$ cat src/rtl/rffe_pkg.sv
// Shared definitions for the RFFE SPI arbiter slice.
//   - FSM state encoding used by rffe_spi_arbiter
//   - requester count and spi_ready bit positions
//   - depth_valid(): accepts a bit count for a DATA_W-wide SPI master
package rffe_pkg;

  localparam int NUM_REQ  = 2;
  localparam int RDY_IDLE = 0;  // spi_ready bit: master idle (level)
  localparam int RDY_EOT  = 1;  // spi_ready bit: end of transfer (pulse)
  localparam int CNT_W    = 16; // wait-state cycle counter width

  typedef enum logic [2:0] {
    ST_IDLE      = 3'd0,
    ST_CHECK     = 3'd1,
    ST_LAUNCH    = 3'd2,
    ST_WAIT_ACC  = 3'd3,
    ST_WAIT_DONE = 3'd4,
    ST_RELEASE   = 3'd5
  } state_t;

  // A transfer must move at least one bit and no more than the payload holds.
  function automatic logic depth_valid(input logic [7:0] depth, input int data_w);
    return (depth != 8'd0) && (int'(depth) <= data_w);
  endfunction

endpackage

$ cat src/rtl/rr_arb2.sv
// Two-input round-robin arbiter with its own last-granted pointer.
//   clk, rst_n : clock, asynchronous active-low reset
//   req        : request vector (one bit per requester)
//   update     : load the pointer with upd_idx (the requester just served)
//   upd_idx    : index of the requester to record as last granted
//   gnt        : one-hot winner for the current request vector (combinational)
//   gnt_idx    : index of the winner
//   any_req    : at least one request is pending
// The pointer comes out of reset as "requester 1 was last", so requester 0
// wins the first simultaneous request.
module rr_arb2
  import rffe_pkg::*;
(
  input  logic               clk,
  input  logic               rst_n,
  input  logic [NUM_REQ-1:0] req,
  input  logic               update,
  input  logic               upd_idx,
  output logic [NUM_REQ-1:0] gnt,
  output logic               gnt_idx,
  output logic               any_req
);

  logic last_reg;

  always_ff @(posedge clk or negedge rst_n) begin
    if (!rst_n) begin
      last_reg <= 1'b1;
    end else if (update) begin
      last_reg <= upd_idx;
    end
  end

  assign any_req = |req;

  // On a tie the requester not served last wins; otherwise the lone requester.
  assign gnt_idx = (req == 2'b11) ? ~last_reg : req[1];

  genvar gi;
  generate
    for (gi = 0; gi < NUM_REQ; gi++) begin : g_gnt
      assign gnt[gi] = any_req && (gnt_idx == 1'(gi));
    end
  endgenerate

endmodule

$ cat src/rtl/rffe_spi_arbiter.sv
// Arbitrates two RFFE requesters onto one SPI master.
//   clk, rst_n           : clock, asynchronous active-low reset
//   req[1:0]             : per-requester request level, held until done/err
//   req_dir*/depth*/data*: per-requester transaction fields
//   gnt[1:0]             : one-hot grant, high from arbitration until release
//   done[1:0], err[1:0]  : one-cycle completion / failure pulse to the owner
//   spi_start            : one-cycle launch pulse to the SPI master
//   spi_dir, spi_data_depth, spi_data_tx : fields latched at grant
//   spi_ready[1:0]       : bit0 master idle (level), bit1 end-of-transfer pulse
// All outputs are registered. spi_start is driven from LAUNCH and is visible
// during the first WAIT_ACC cycle, giving three clocks from req to spi_start.
// gnt drops on the same edge that raises done/err so the owner sees both
// together; the round-robin pointer advances during RELEASE.
module rffe_spi_arbiter
  import rffe_pkg::*;
#(
  parameter int DATA_W      = 54,
  parameter int TIMEOUT_CYC = 4096
)(
  input  logic               clk,
  input  logic               rst_n,
  input  logic [NUM_REQ-1:0] req,
  input  logic               req_dir0,
  input  logic               req_dir1,
  input  logic [7:0]         req_depth0,
  input  logic [7:0]         req_depth1,
  input  logic [DATA_W-1:0]  req_data0,
  input  logic [DATA_W-1:0]  req_data1,
  output logic [NUM_REQ-1:0] gnt,
  output logic [NUM_REQ-1:0] done,
  output logic [NUM_REQ-1:0] err,
  output logic               spi_start,
  output logic               spi_dir,
  output logic [7:0]         spi_data_depth,
  output logic [DATA_W-1:0]  spi_data_tx,
  input  logic [1:0]         spi_ready
);

  // Last counter value before the wait budget is exhausted.
  localparam logic [CNT_W-1:0] CNT_LAST = CNT_W'(TIMEOUT_CYC - 1);

  state_t              state_reg, state_next;
  logic [NUM_REQ-1:0]  gnt_reg, gnt_next;
  logic [NUM_REQ-1:0]  done_reg, done_next;
  logic [NUM_REQ-1:0]  err_reg, err_next;
  logic                spi_start_reg, spi_start_next;
  logic                spi_dir_reg, spi_dir_next;
  logic [7:0]          spi_depth_reg, spi_depth_next;
  logic [DATA_W-1:0]   spi_data_reg, spi_data_next;
  logic [CNT_W-1:0]    cnt_reg, cnt_next;
  logic                owner_reg, owner_next;

  logic [NUM_REQ-1:0]  arb_gnt;
  logic                arb_idx;
  logic                arb_any;
  logic                arb_update;

  rr_arb2 u_arb (
    .clk     (clk),
    .rst_n   (rst_n),
    .req     (req),
    .update  (arb_update),
    .upd_idx (owner_reg),
    .gnt     (arb_gnt),
    .gnt_idx (arb_idx),
    .any_req (arb_any)
  );

  always_ff @(posedge clk or negedge rst_n) begin
    if (!rst_n) begin
      state_reg     <= ST_IDLE;
      gnt_reg       <= '0;
      done_reg      <= '0;
      err_reg       <= '0;
      spi_start_reg <= 1'b0;
      spi_dir_reg   <= 1'b0;
      spi_depth_reg <= '0;
      spi_data_reg  <= '0;
      cnt_reg       <= '0;
      owner_reg     <= 1'b0;
    end else begin
      state_reg     <= state_next;
      gnt_reg       <= gnt_next;
      done_reg      <= done_next;
      err_reg       <= err_next;
      spi_start_reg <= spi_start_next;
      spi_dir_reg   <= spi_dir_next;
      spi_depth_reg <= spi_depth_next;
      spi_data_reg  <= spi_data_next;
      cnt_reg       <= cnt_next;
      owner_reg     <= owner_next;
    end
  end

  always_comb begin
    state_next     = state_reg;
    gnt_next       = gnt_reg;
    done_next      = '0;
    err_next       = '0;
    spi_start_next = 1'b0;
    spi_dir_next   = spi_dir_reg;
    spi_depth_next = spi_depth_reg;
    spi_data_next  = spi_data_reg;
    cnt_next       = cnt_reg;
    owner_next     = owner_reg;
    arb_update     = 1'b0;

    case (state_reg)
      ST_IDLE: begin
        if (arb_any && spi_ready[RDY_IDLE]) begin
          gnt_next       = arb_gnt;
          owner_next     = arb_idx;
          // Fields are captured once here; the requester may change them freely
          // afterwards without disturbing the transfer in flight.
          spi_dir_next   = arb_idx ? req_dir1   : req_dir0;
          spi_depth_next = arb_idx ? req_depth1 : req_depth0;
          spi_data_next  = arb_idx ? req_data1  : req_data0;
          state_next     = ST_CHECK;
        end
      end

      ST_CHECK: begin
        if (!depth_valid(spi_depth_reg, DATA_W)) begin
          err_next   = gnt_reg;
          gnt_next   = '0;
          state_next = ST_RELEASE;
        end else begin
          state_next = ST_LAUNCH;
        end
      end

      ST_LAUNCH: begin
        spi_start_next = 1'b1;
        cnt_next       = '0;
        state_next     = ST_WAIT_ACC;
      end

      ST_WAIT_ACC: begin
        // A very short transfer can end before idle is ever seen low.
        if (spi_ready[RDY_EOT]) begin
          done_next  = gnt_reg;
          gnt_next   = '0;
          state_next = ST_RELEASE;
        end else if (!spi_ready[RDY_IDLE]) begin
          cnt_next   = '0;
          state_next = ST_WAIT_DONE;
        end else if (cnt_reg == CNT_LAST) begin
          err_next   = gnt_reg;
          gnt_next   = '0;
          state_next = ST_RELEASE;
        end else begin
          cnt_next = cnt_reg + 1'b1;
        end
      end

      ST_WAIT_DONE: begin
        if (spi_ready[RDY_EOT]) begin
          done_next  = gnt_reg;
          gnt_next   = '0;
          state_next = ST_RELEASE;
        end else if (cnt_reg == CNT_LAST) begin
          err_next   = gnt_reg;
          gnt_next   = '0;
          state_next = ST_RELEASE;
        end else begin
          cnt_next = cnt_reg + 1'b1;
        end
      end

      ST_RELEASE: begin
        gnt_next   = '0;
        arb_update = 1'b1;
        state_next = ST_IDLE;
      end

      default: begin
        gnt_next   = '0;
        state_next = ST_IDLE;
      end
    endcase
  end

  assign gnt            = gnt_reg;
  assign done           = done_reg;
  assign err            = err_reg;
  assign spi_start      = spi_start_reg;
  assign spi_dir        = spi_dir_reg;
  assign spi_data_depth = spi_depth_reg;
  assign spi_data_tx    = spi_data_reg;

endmodule

$ cat config.mk
export PLATFORM = sky130hd
export DESIGN_NAME = rffe_spi_arbiter
export DESIGN_NICKNAME = d
export VERILOG_FILES = /design/src/rtl/rffe_pkg.sv /design/src/rtl/rr_arb2.sv /design/src/rtl/rffe_spi_arbiter.sv
export SDC_FILE = /design/constraint.sdc
export NUM_CORES = 1
export LEC_CHECK = 0
export ABC_CLOCK_PERIOD_IN_PS = 2200
export CELL_PAD_IN_SITES_DETAIL_PLACEMENT = 0
export CELL_PAD_IN_SITES_GLOBAL_PLACEMENT = 1
export CORE_ASPECT_RATIO = 1.5
export CORE_MARGIN = 2
export CORE_UTILIZATION = 30
export CTS_CLUSTER_DIAMETER = 120
export DETAILED_ROUTE_END_ITERATION = 10
export PLACE_DENSITY_LB_ADDON = 0.12
export SLEW_MARGIN = 20
export SYNTH_ARGS = -nofsm -noshare
export SYNTH_HDL_FRONTEND = slang
export SYNTH_HIERARCHICAL = 1
export SYNTH_SLANG_ARGS = --single-unit
$ cat constraint.sdc
create_clock -name clk -period 2.2 [get_ports clk]
set_clock_uncertainty 0.1 [all_clocks]
set_input_delay 0.44 -clock clk [delete_from_list [all_inputs] [get_ports clk]]
set_output_delay 0.44 -clock clk [all_outputs]
set_load 0.1 [all_outputs]
**After elaboration in Yosys (flattened, before gate mapping)**

Cells that the tools add are included.

- Logic and storage cells: 73
- Flip-flop bits (word level): 91
- Output and inout bits: 70
- Input port bits: 132

- Reductions and logical operators: 12
- Magnitude comparators: 1
- Muxes and demuxes: 33
- Eq/ne operators: 12
- $add $sub $neg: 1
- Bitwise operators: 3

Operators with widths:

| operator | number |
|---|---|
| 16-bit two-way mux | 4 |
| 54-bit two-way mux | 1 |
| 16-bit case mux with 3 select lines | 1 |
| 2-bit two-way mux | 13 |
| 3-bit two-way mux | 6 |
| 16-bit by 1-bit adder with 16-bit output (second input constant) | 1 |
| 16-bit by 12-bit == test with 1-bit output (second input constant) | 1 |
| 3-bit case mux with 5 select lines | 1 |
| 2-bit case mux with 5 select lines | 1 |
| 8-bit by 6-bit <= comparator with 1-bit output (second input constant) | 1 |
| 8-bit two-way mux | 1 |
| 2-bit inequality test (second input constant) | 4 |
| 8-bit nonzero test | 1 |
| 3-bit by 2-bit == test with 1-bit output (second input constant) | 2 |
| 3-bit == test (second input constant) | 2 |
| 2-bit case mux with 3 select lines | 1 |
| 1-bit logical AND | 4 |
| 1-bit two-way mux | 4 |
| 4-bit AND reduction | 1 |
| 2-bit OR reduction | 2 |
| 3-bit by 1-bit == test with 1-bit output (second input constant) | 1 |
| 3-bit logical NOT | 1 |
| 3-bit inequality test (second input constant) | 1 |
| 1-bit NOT | 3 |
| 4 further kinds | 4 |

**Depth between registers and ports, before layout**

Gate-level depths: netlist (run 1).

- Depth in word-level cells: 6
- Depth in mapped cells: 7
- Gate-level depth less buffers: 6

**Cells and area by module**

Netlist (run 1), hierarchy kept.

By module, submodules not included:

| module | cells each | area each (µm²) | times used | seq. area each (µm²) |
|---|---|---|---|---|
| rffe_spi_arbiter | 429 | 4367.9 | 1 | 2252.2 |
| rr_arb2 | 8 | 67.6 | 1 | 26.3 |

**Least setup slack after synthesis (run 1)**

No wires, ideal clock.

- Path kind: flip-flop to flip-flop
- From: reg spi_depth_reg[0] (netlist: spi_data_depth[0])
- To: reg gnt_reg[0] (netlist: gnt[0])
- Path slack: -0.242 ns
- Cell stages (with the launch flop): 6
- Data arrival time: 2.262 ns
- Cells stage by stage: dfrtp_1 or4_1 nor3_1 nor4_1 a221oi_1 mux2i_1

- Cells in the longest elaborated chain, start to end: 4
- Elaborated cells between the ends (all ways): 5
- Classes of those cells: order compare: 1; eq/ne: 1; reduce/logical: 3

RTL lines:

| element | line | source |
|---|---|---|
| start, declared | rffe_spi_arbiter.sv:48 | `logic [7:0] spi_depth_reg, spi_depth_next;` |
| start signal, assigned | rffe_spi_arbiter.sv:88 | `spi_depth_reg <= spi_depth_next;` |
| 8-bit by 6-bit <= comparator with 1-bit output / 8-bit nonzero test (equally long branches) | rffe_pkg.sv:23 | `return (depth != 8'd0) && (int'(depth) <= data_w);` |
| 1-bit logical AND * | rffe_pkg.sv:23 |  |
| 2-bit inequality test (no source line) * | n/a |  |
| 4-bit AND reduction (no source line) * | n/a |  |
| end signal, assigned | rffe_spi_arbiter.sv:83 | `gnt_reg <= gnt_next;` |
| end, declared | rffe_spi_arbiter.sv:43 | `logic [NUM_REQ-1:0] gnt_reg, gnt_next;` |

Mark *: on every way between the ends. The rest lies on a longest branch, timed or not.
A chain may end at the register's enable or synchronous reset.

**Worst setup path after layout (run 1)**

- From: reg cnt_reg[0]
- To: reg cnt_reg[13]

- Cells in the longest elaborated chain, start to end: 5
- Elaborated cells between the ends (all ways): 7
- Classes of those cells: add/sub: 1; eq/ne: 1; mux: 5

RTL lines:

| element | line | source |
|---|---|---|
| start, declared | rffe_spi_arbiter.sv:50 | `logic [CNT_W-1:0] cnt_reg, cnt_next;` |
| start signal, assigned | rffe_spi_arbiter.sv:90 | `cnt_reg <= cnt_next;` |
| 16-bit by 1-bit adder with 16-bit output / 16-bit by 12-bit == test with 1-bit output (equally long branches) | n/a |  |
| 16-bit two-way mux * | rffe_spi_arbiter.sv:147, rffe_spi_arbiter.sv:161 |  |
| 16-bit two-way mux | rffe_spi_arbiter.sv:144 | `end else if (!spi_ready[RDY_IDLE]) begin` |
| 16-bit two-way mux | rffe_spi_arbiter.sv:140 | `if (spi_ready[RDY_EOT]) begin` |
| 16-bit case mux with 3 select lines * | rffe_spi_arbiter.sv:108 | `case (state_reg)` |

Mark *: on every way between the ends. The rest lies on a longest branch, timed or not. The select of a mux whose other input is x is not followed.

==> flow_summary.toml, run 1 <==
[power_and_ir_drop]
p_leak_uw = 0.003064
power.density_mw_per_mm2 = 1716
ir_worst_vdd_mv = 0.9725

[grt]
grt_pass1_wl_mm = 20.93
grt_max_degree = 44
grt-ovfl-total = 0
gr-usage-all-layers = 0.1723
grt_pass1_vias = 4164
grt_antenna_before_repair = 0

[worst_hold_path]
whs_path_depth = 2
min_from = "owner_reg$_DFFE_PN0P_"
hp-class = "flop to flop"

[critical_path]
crit_fanout = 10
crit_arrival_ns = 2.16
worst-path-buf-inv = 0
r2r_cells = 6
r2r-start = "cnt_reg[0]$_DFFE_PN0P_"
r2r_slack_ns = 0.16
crit_family = "simple AND/OR/NAND/NOR gates"
r2r-end = "cnt_reg[13]$_DFFE_PN0P_"
path_class = "flop to flop"
critPathCaptureType = "flop"
slowest_stage = "dfrtp_1"
cp-start-kind = "flop"
path_depth = 6
slowest_delay_ns = 0.42
worstPathCellList = "ha_1 > and3_1 > and4_2 > nor4b_1 > xnor2_1 > nor2_1"
crit_end = "cnt_reg[13]$_DFFE_PN0P_"
setup.worst_path.start = "cnt_reg[0]$_DFFE_PN0P_"
required_ns = 2.32

[clock_network]
cts_buffers = 9
cts-root-buf = "clkbuf_16"
h-tree-depth = 3
insertion_delay_ns = 0.34
cts_tree = "built"
clkSinkCount = 91
clk_pin_slew_worst_paths_ns = 0.06
clk_path_buf_depth = 2

[synth]
yosysMostFrequentCell = "dfrtp_1"
yosysTopAreaCell = "dfrtp_1"
synthMuxAreaShare = 0.1492
yosysUniqueCellTypes = 50
syn_inst = 437
synth-adder-area-share = 0.002821
synthXorXnorAreaFrac = 0.02764
syn-cell-area_mm2 = 0.004436
synth-compound-area-share = 0.1109
synth-edff-count = 0
synth_fp_nets = 570
seq_area_frac_synth = 0.5137
synth_top_family_by_area = "simple AND/OR/NAND/NOR gates"
yosys.area_share.simple = 0.1653
synth_flop_cell = "dfrtp_1"
async_reset_ff_frac = 1.000
yosys.area.top_type_share = 0.5078
avgSynthCellArea_um2 = 10.15
ys_ff_latch = 91
synth_area_leaders = "dfrtp_1, mux2i_1, a21oi_1"
ys_warn_count = 6
synth.top_cells.by_count = "dfrtp_1, nor2_1, a21oi_1, mux2i_1, clkbuf_1"

[sta]
finalSetupViolCount = 0
setup_slack_ns = 0.1599
finalMaxSlewViolations = 0
fmax_mhz = 490.2
min_period_ns = 2.040
fin_crit_sh = 0.9273
setup-tns-final_ns = 0
worstMarginPinSlew_ns = 0.8389
slew_headroom = 0.4355
rsz0062_at_grt = "false"
hold_violations = 0

[floorplan]
die_x_um = 103.3
dieHeight_um = 152.9
initial_core_util = 0.3053
fp-row-count = 54
core_area_mm2 = 0.01453
num_io_pins = 202
design.die.area_mm2 = 0.01579

[finish]
antenna_cells = 0
fin_cells = 854
fill_cells = 1431
layout-drive-gt1-share = 0.2082
final_net_count = 786
final_cell_area_mm2 = 0.007069
largest_reg_flops = 54
areaGrowthSynthToFinish_pct = 59.38

[detailed_routing]
dr.first_iter.drc_count = 77
via_count = 4018
drt_first_pass_iters = 6
detail_route.vias_per_cell = 4.705
drc = 0
drt-wirelength-per-cell_um = 15.56
wl_mm = 13.29
ant_nets = 0

[place]
gp_congestion = 0.7729
pre_cts_slack_ns = 0.01059
port_buffers = 201
placed_cell_area_mm2 = 0.006723
dp_hpwl_mm = 10.53
dp_cells = 837

[job]
cap_violations = 0

[outcome]
status = "completed"
==> stage by stage <==
stage | util | hold WS, ns | total power (µW)
4_1_cts | 0.4861 | 0.3902 | 12270
3_5_place_dp | 0.4628 | 0.3123 | 10530
3_3_place_gp | 0.4628 | 0.3140 | 10460
2_1_floorplan | - | 0.04441 | 8542
6_report | 0.4866 | 0.3924 | 12130
5_1_grt | 0.4866 | 0.4278 | 12730
==> how the worst min path moves through the flow <==
| stage | end | slack, ns |
|---|---|---|
| after floorplan | cnt_reg[0]$_DFFE_PN0P_ | 0.04 |
| after global placement | err[0]$_DFF_PN0_ | 0.31 |
| after detailed placement | err[1]$_DFF_PN0_ | 0.31 |
| after CTS | u_arb/last_reg$_DFFE_PN1P_ | 0.39 |
| after global routing | owner_reg$_DFFE_PN0P_ | 0.43 |
| final | u_arb/last_reg$_DFFE_PN1P_ | 0.39 |
==> cell families after synthesis <==
family | after synthesis
compound gates | 89
xor+xnor | 14
fa+ha+maj | 1
buf+inv | 31
flops | 91
mux | 66
simple gates | 145
==> layout by cell type (no fill, tap or decap), types with 5 or more instances in the layout <==
cell and n:
clkdlybuf4s50_1 130, buf_4 95, nor2_1 86, dfrtp_1 86
a21oi_1 69, mux2i_1 65, nand2_1 14, xnor2_1 10
clkbuf_16 9, buf_12 6, and3_1 5, o21ai_0 5
nor3_1 5, nand4_1 5
==> per-layer routing <==
metal | track usage | up-vias | wire, µm
li1 | - | 1967 | -
met1 | 0.1903 | 1905 | 4886
met2 | 0.3095 | 130 | 7285
met3 | 0.05716 | 16 | 915
met4 | 0.04574 | 0 | 202
met5 | 0 | - | 0
==> area by class of cell <==
| type | instances | area [µm²] | area share |
|---|---|---|---|
| flip-flops and latches | 91 | 2283 | 0.3230 |
| well taps | 196 | 245.2 | 0.03469 |
| repair buffers | 232 | 2145 | 0.3034 |
| clock inverters | 4 | 72.57 | 0.01027 |
| multi-input cells | 315 | 2052 | 0.2903 |
| inverters | 4 | 15.01 | 0.002124 |
| clock buffers | 12 | 256.5 | 0.03628 |
==> where the power goes <==
group	switching (µW)	internal [µW]
clock	634	1060
sequential	429	2370
combinational	5820	1830
==> worst reg2reg max path, stage by stage (launching register included) <==
cell and delay [ns]:
dfrtp_1 0.42, ha_1 0.25, and3_1 0.23, and4_2 0.33, nor4b_1 0.39, xnor2_1 0.16
nor2_1 0.05
==> what timing repair did <==
action	4_1_cts	5_1_grt
hold endpoints to repair	25	0
endpoints found under the setup margin	0	6
buffers inserted	0	0
resized for setup	0	2
hold buffers	1	0
No activity file was read; power rests on OpenSTA's default activity.
==> run 2, diff against run 1 <==
--- a/config.mk
+++ b/config.mk
@@ -17,5 +17,4 @@
 export SLEW_MARGIN = 20
 export SYNTH_ARGS = -nofsm -noshare
 export SYNTH_HDL_FRONTEND = slang
-export SYNTH_HIERARCHICAL = 1
 export SYNTH_SLANG_ARGS = --single-unit
==> run 2 against run 1 <==
Effect of this change:
- maximum frequency is essentially flat
- global-route usage down 0.61 points
- critical endpoint is now gnt[1]$_DFFE_PN0P_
- die area fell by 2.3%
- clock power is 11% lower
- critical path type unchanged
- via count is 1.0% lower
- largest power group unchanged
==> flow_summary.toml, run 2 <==
[outcome]
status = "completed"

[grt]
grt_antenna_before_repair = 0
grt-ovfl-total = 0
grt_pass1_vias = 4199
grt_max_degree = 92
gr-usage-all-layers = 0.1663
grt_pass1_wl_mm = 19.91

[detailed_routing]
drt-wirelength-per-cell_um = 14.76
drc = 0
wl_mm = 12.65
via_count = 3977
ant_nets = 0
dr.first_iter.drc_count = 111
drt_first_pass_iters = 4
detail_route.vias_per_cell = 4.641

[synth]
synth-edff-count = 0
synth_flop_cell = "dfrtp_1"
yosysTopAreaCell = "dfrtp_1"
syn-cell-area_mm2 = 0.004328
yosysUniqueCellTypes = 38
synth_fp_nets = 572
synth.top_cells.by_count = "dfrtp_1, nor2_1, a21oi_1, mux2i_1, nand2_1"
yosys.area.top_type_share = 0.5204
avgSynthCellArea_um2 = 9.859
synth_area_leaders = "dfrtp_1, mux2i_1, a21oi_1"
yosysMostFrequentCell = "dfrtp_1"
syn_inst = 439
ys_ff_latch = 91
seq_area_frac_synth = 0.5265
async_reset_ff_frac = 1.000
ys_warn_count = 0

[place]
port_buffers = 201
gp_congestion = 0.8141
dp_hpwl_mm = 9.919
dp_cells = 841

[finish]
fill_cells = 1361
largest_reg_flops = 54
final_util = 0.4939
areaGrowthSynthToFinish_pct = 60.42
final_common_cell = "clkdlybuf4s50_1"
antenna_cells = 0
layout_common_cells = "clkdlybuf4s50_1, buf_4, nor2_1, dfrtp_1, a21oi_1"
layout-drive-gt1-share = 0.1985
fin_cells = 857
final_net_count = 793

[clock_network]
cts_buffers = 9
cts_setup_buffers = 0
clk_path_buf_depth = 2
insertion_delay_ns = 0.34
cts_tree = "built"
clk_pin_slew_worst_paths_ns = 0.07
cts-root-buf = "clkbuf_16"
clkSinkCount = 91
h-tree-depth = 3
cts_hold_buf = 0

[critical_path]
crit_arrival_ns = 2.15
slowest_stage = "or4_4"
slowest_delay_ns = 0.57
cp-start-kind = "flop"
critPathCaptureType = "flop"
path_class = "flop to flop"
worstPathCellList = "or4_4 > nor4_4 > nor2_2 > a211oi_2 > o21ai_0"
crit_fanout = 4
required_ns = 2.31

[floorplan]
num_io_pins = 202
fp-row-count = 53
initial_core_util = 0.3078
core_area_mm2 = 0.01406
dieHeight_um = 151.1
design.die.area_mm2 = 0.01542
die_x_um = 102.1

[power_and_ir_drop]
power.density_mw_per_mm2 = 1696
ir_worst_vdd_mv = 1.142
p_leak_uw = 0.003019
p_total_uw = 11770

[sta]
worstMarginPinSlew_ns = 0.5388
finalSetupViolCount = 0
rsz0062_at_grt = "false"
hold_violations = 0
fmax_mhz = 490.6
setup-tns-final_ns = 0
finalMaxSlewViolations = 0
min_period_ns = 2.038
worst_hold_slack_ns = 0.01671
slew_headroom = 0.6381
fin_crit_sh = 0.9265

[job]
cap_violations = 0

[worst_hold_path]
hp-class = "primary input to async pin"
## run 2: cell count changes in the layout (fill, tap and decap cells not counted), moves of 3 or more
cell,delta
nand2_1,+6
xnor2_1,-3
o21ai_0,+3
nor3b_1,+3
nand3_1,+6
and3_1,-5
buf_4,+6
## run 2: metal layers
metal | track usage | up-vias | routed length, µm | share of wire
li1 | - | 1975 | - | -
met1 | 0.1715 | 1863 | 4599 | 0.36
met2 | 0.3079 | 116 | 6874 | 0.54
met3 | 0.04615 | 23 | 776 | 0.061
met4 | 0.07267 | 0 | 399 | 0.032
met5 | 0 | - | 0 | 0
## run 2: path summary, 6_finish.rpt
kind	startpoint	endpoint	slack (ns)	cells past startpoint
worst max-delay path	cnt_reg[13]$_DFFE_PN0P_	gnt[1]$_DFFE_PN0P_	0.16	5
worst min-delay path	rst_n	err[1]$_DFF_PN0_	0.02	2
worst max register to register	cnt_reg[13]$_DFFE_PN0P_	gnt[1]$_DFFE_PN0P_	0.16	5
worst min register to register	u_arb.last_reg$_DFFE_PN1N_	u_arb.last_reg$_DFFE_PN1N_	0.42	2
max in group asynchronous	rst_n	spi_data_depth[0]$_DFFE_PN0P_	1.55	2
min in group clk	u_arb.last_reg$_DFFE_PN1N_	u_arb.last_reg$_DFFE_PN1N_	0.42	2
## run 2: report_power, final
group / switching [µW] / total [µW] / internal (µW)
combinational: 5720 / 7470 / 1740
clock: 636 / 1510 / 878
sequential: 440 / 2790 / 2350
## run 2: timing repair
action | in CTS | in global routing
endpoints found under the setup margin | 0 | 2
gates resized for setup | 0 | 1
endpoints found under the hold margin | 0 | 0
## run 2: kinds of logic after synthesis
kind of cell / share of synthesized area
AO/OA/AOI/OAI: 0.1090
XOR/XNOR: 0.02631
adder cells (fa/ha/maj): 0.002891
buffers and inverters: 0.02717
flip-flops: 0.5265
multiplexers: 0.1457
AND/OR/NAND/NOR: 0.1625
## run 2: per-stage QoR
step | setup slack (ns) | area, µm²
detailed placement | -0.06211 | 6650
finish | 0.1618 | 6943
CTS | 0.02787 | 6938
global route | 0.03267 | 6943
floorplan | 0.05788 | 4332
global placement | -0.06958 | 6650
## run 2: critical path: cells and delay by family, from the launching register on
kind            cells  cell delay, ns
simple gates        3            0.99
flops               1            0.42
compound gates      2            0.43
## run 2: cell type report
type                    count  area, µm²  share of cell area
flip-flops and latches     91       2282              0.3287
repair buffers            236       2160              0.3110
multi-input cells         317       1954              0.2815
well taps                 192      240.2             0.03460
clock buffers              11      232.7             0.03352
clock inverters             5      55.05            0.007929
inverters                   5      18.77            0.002703
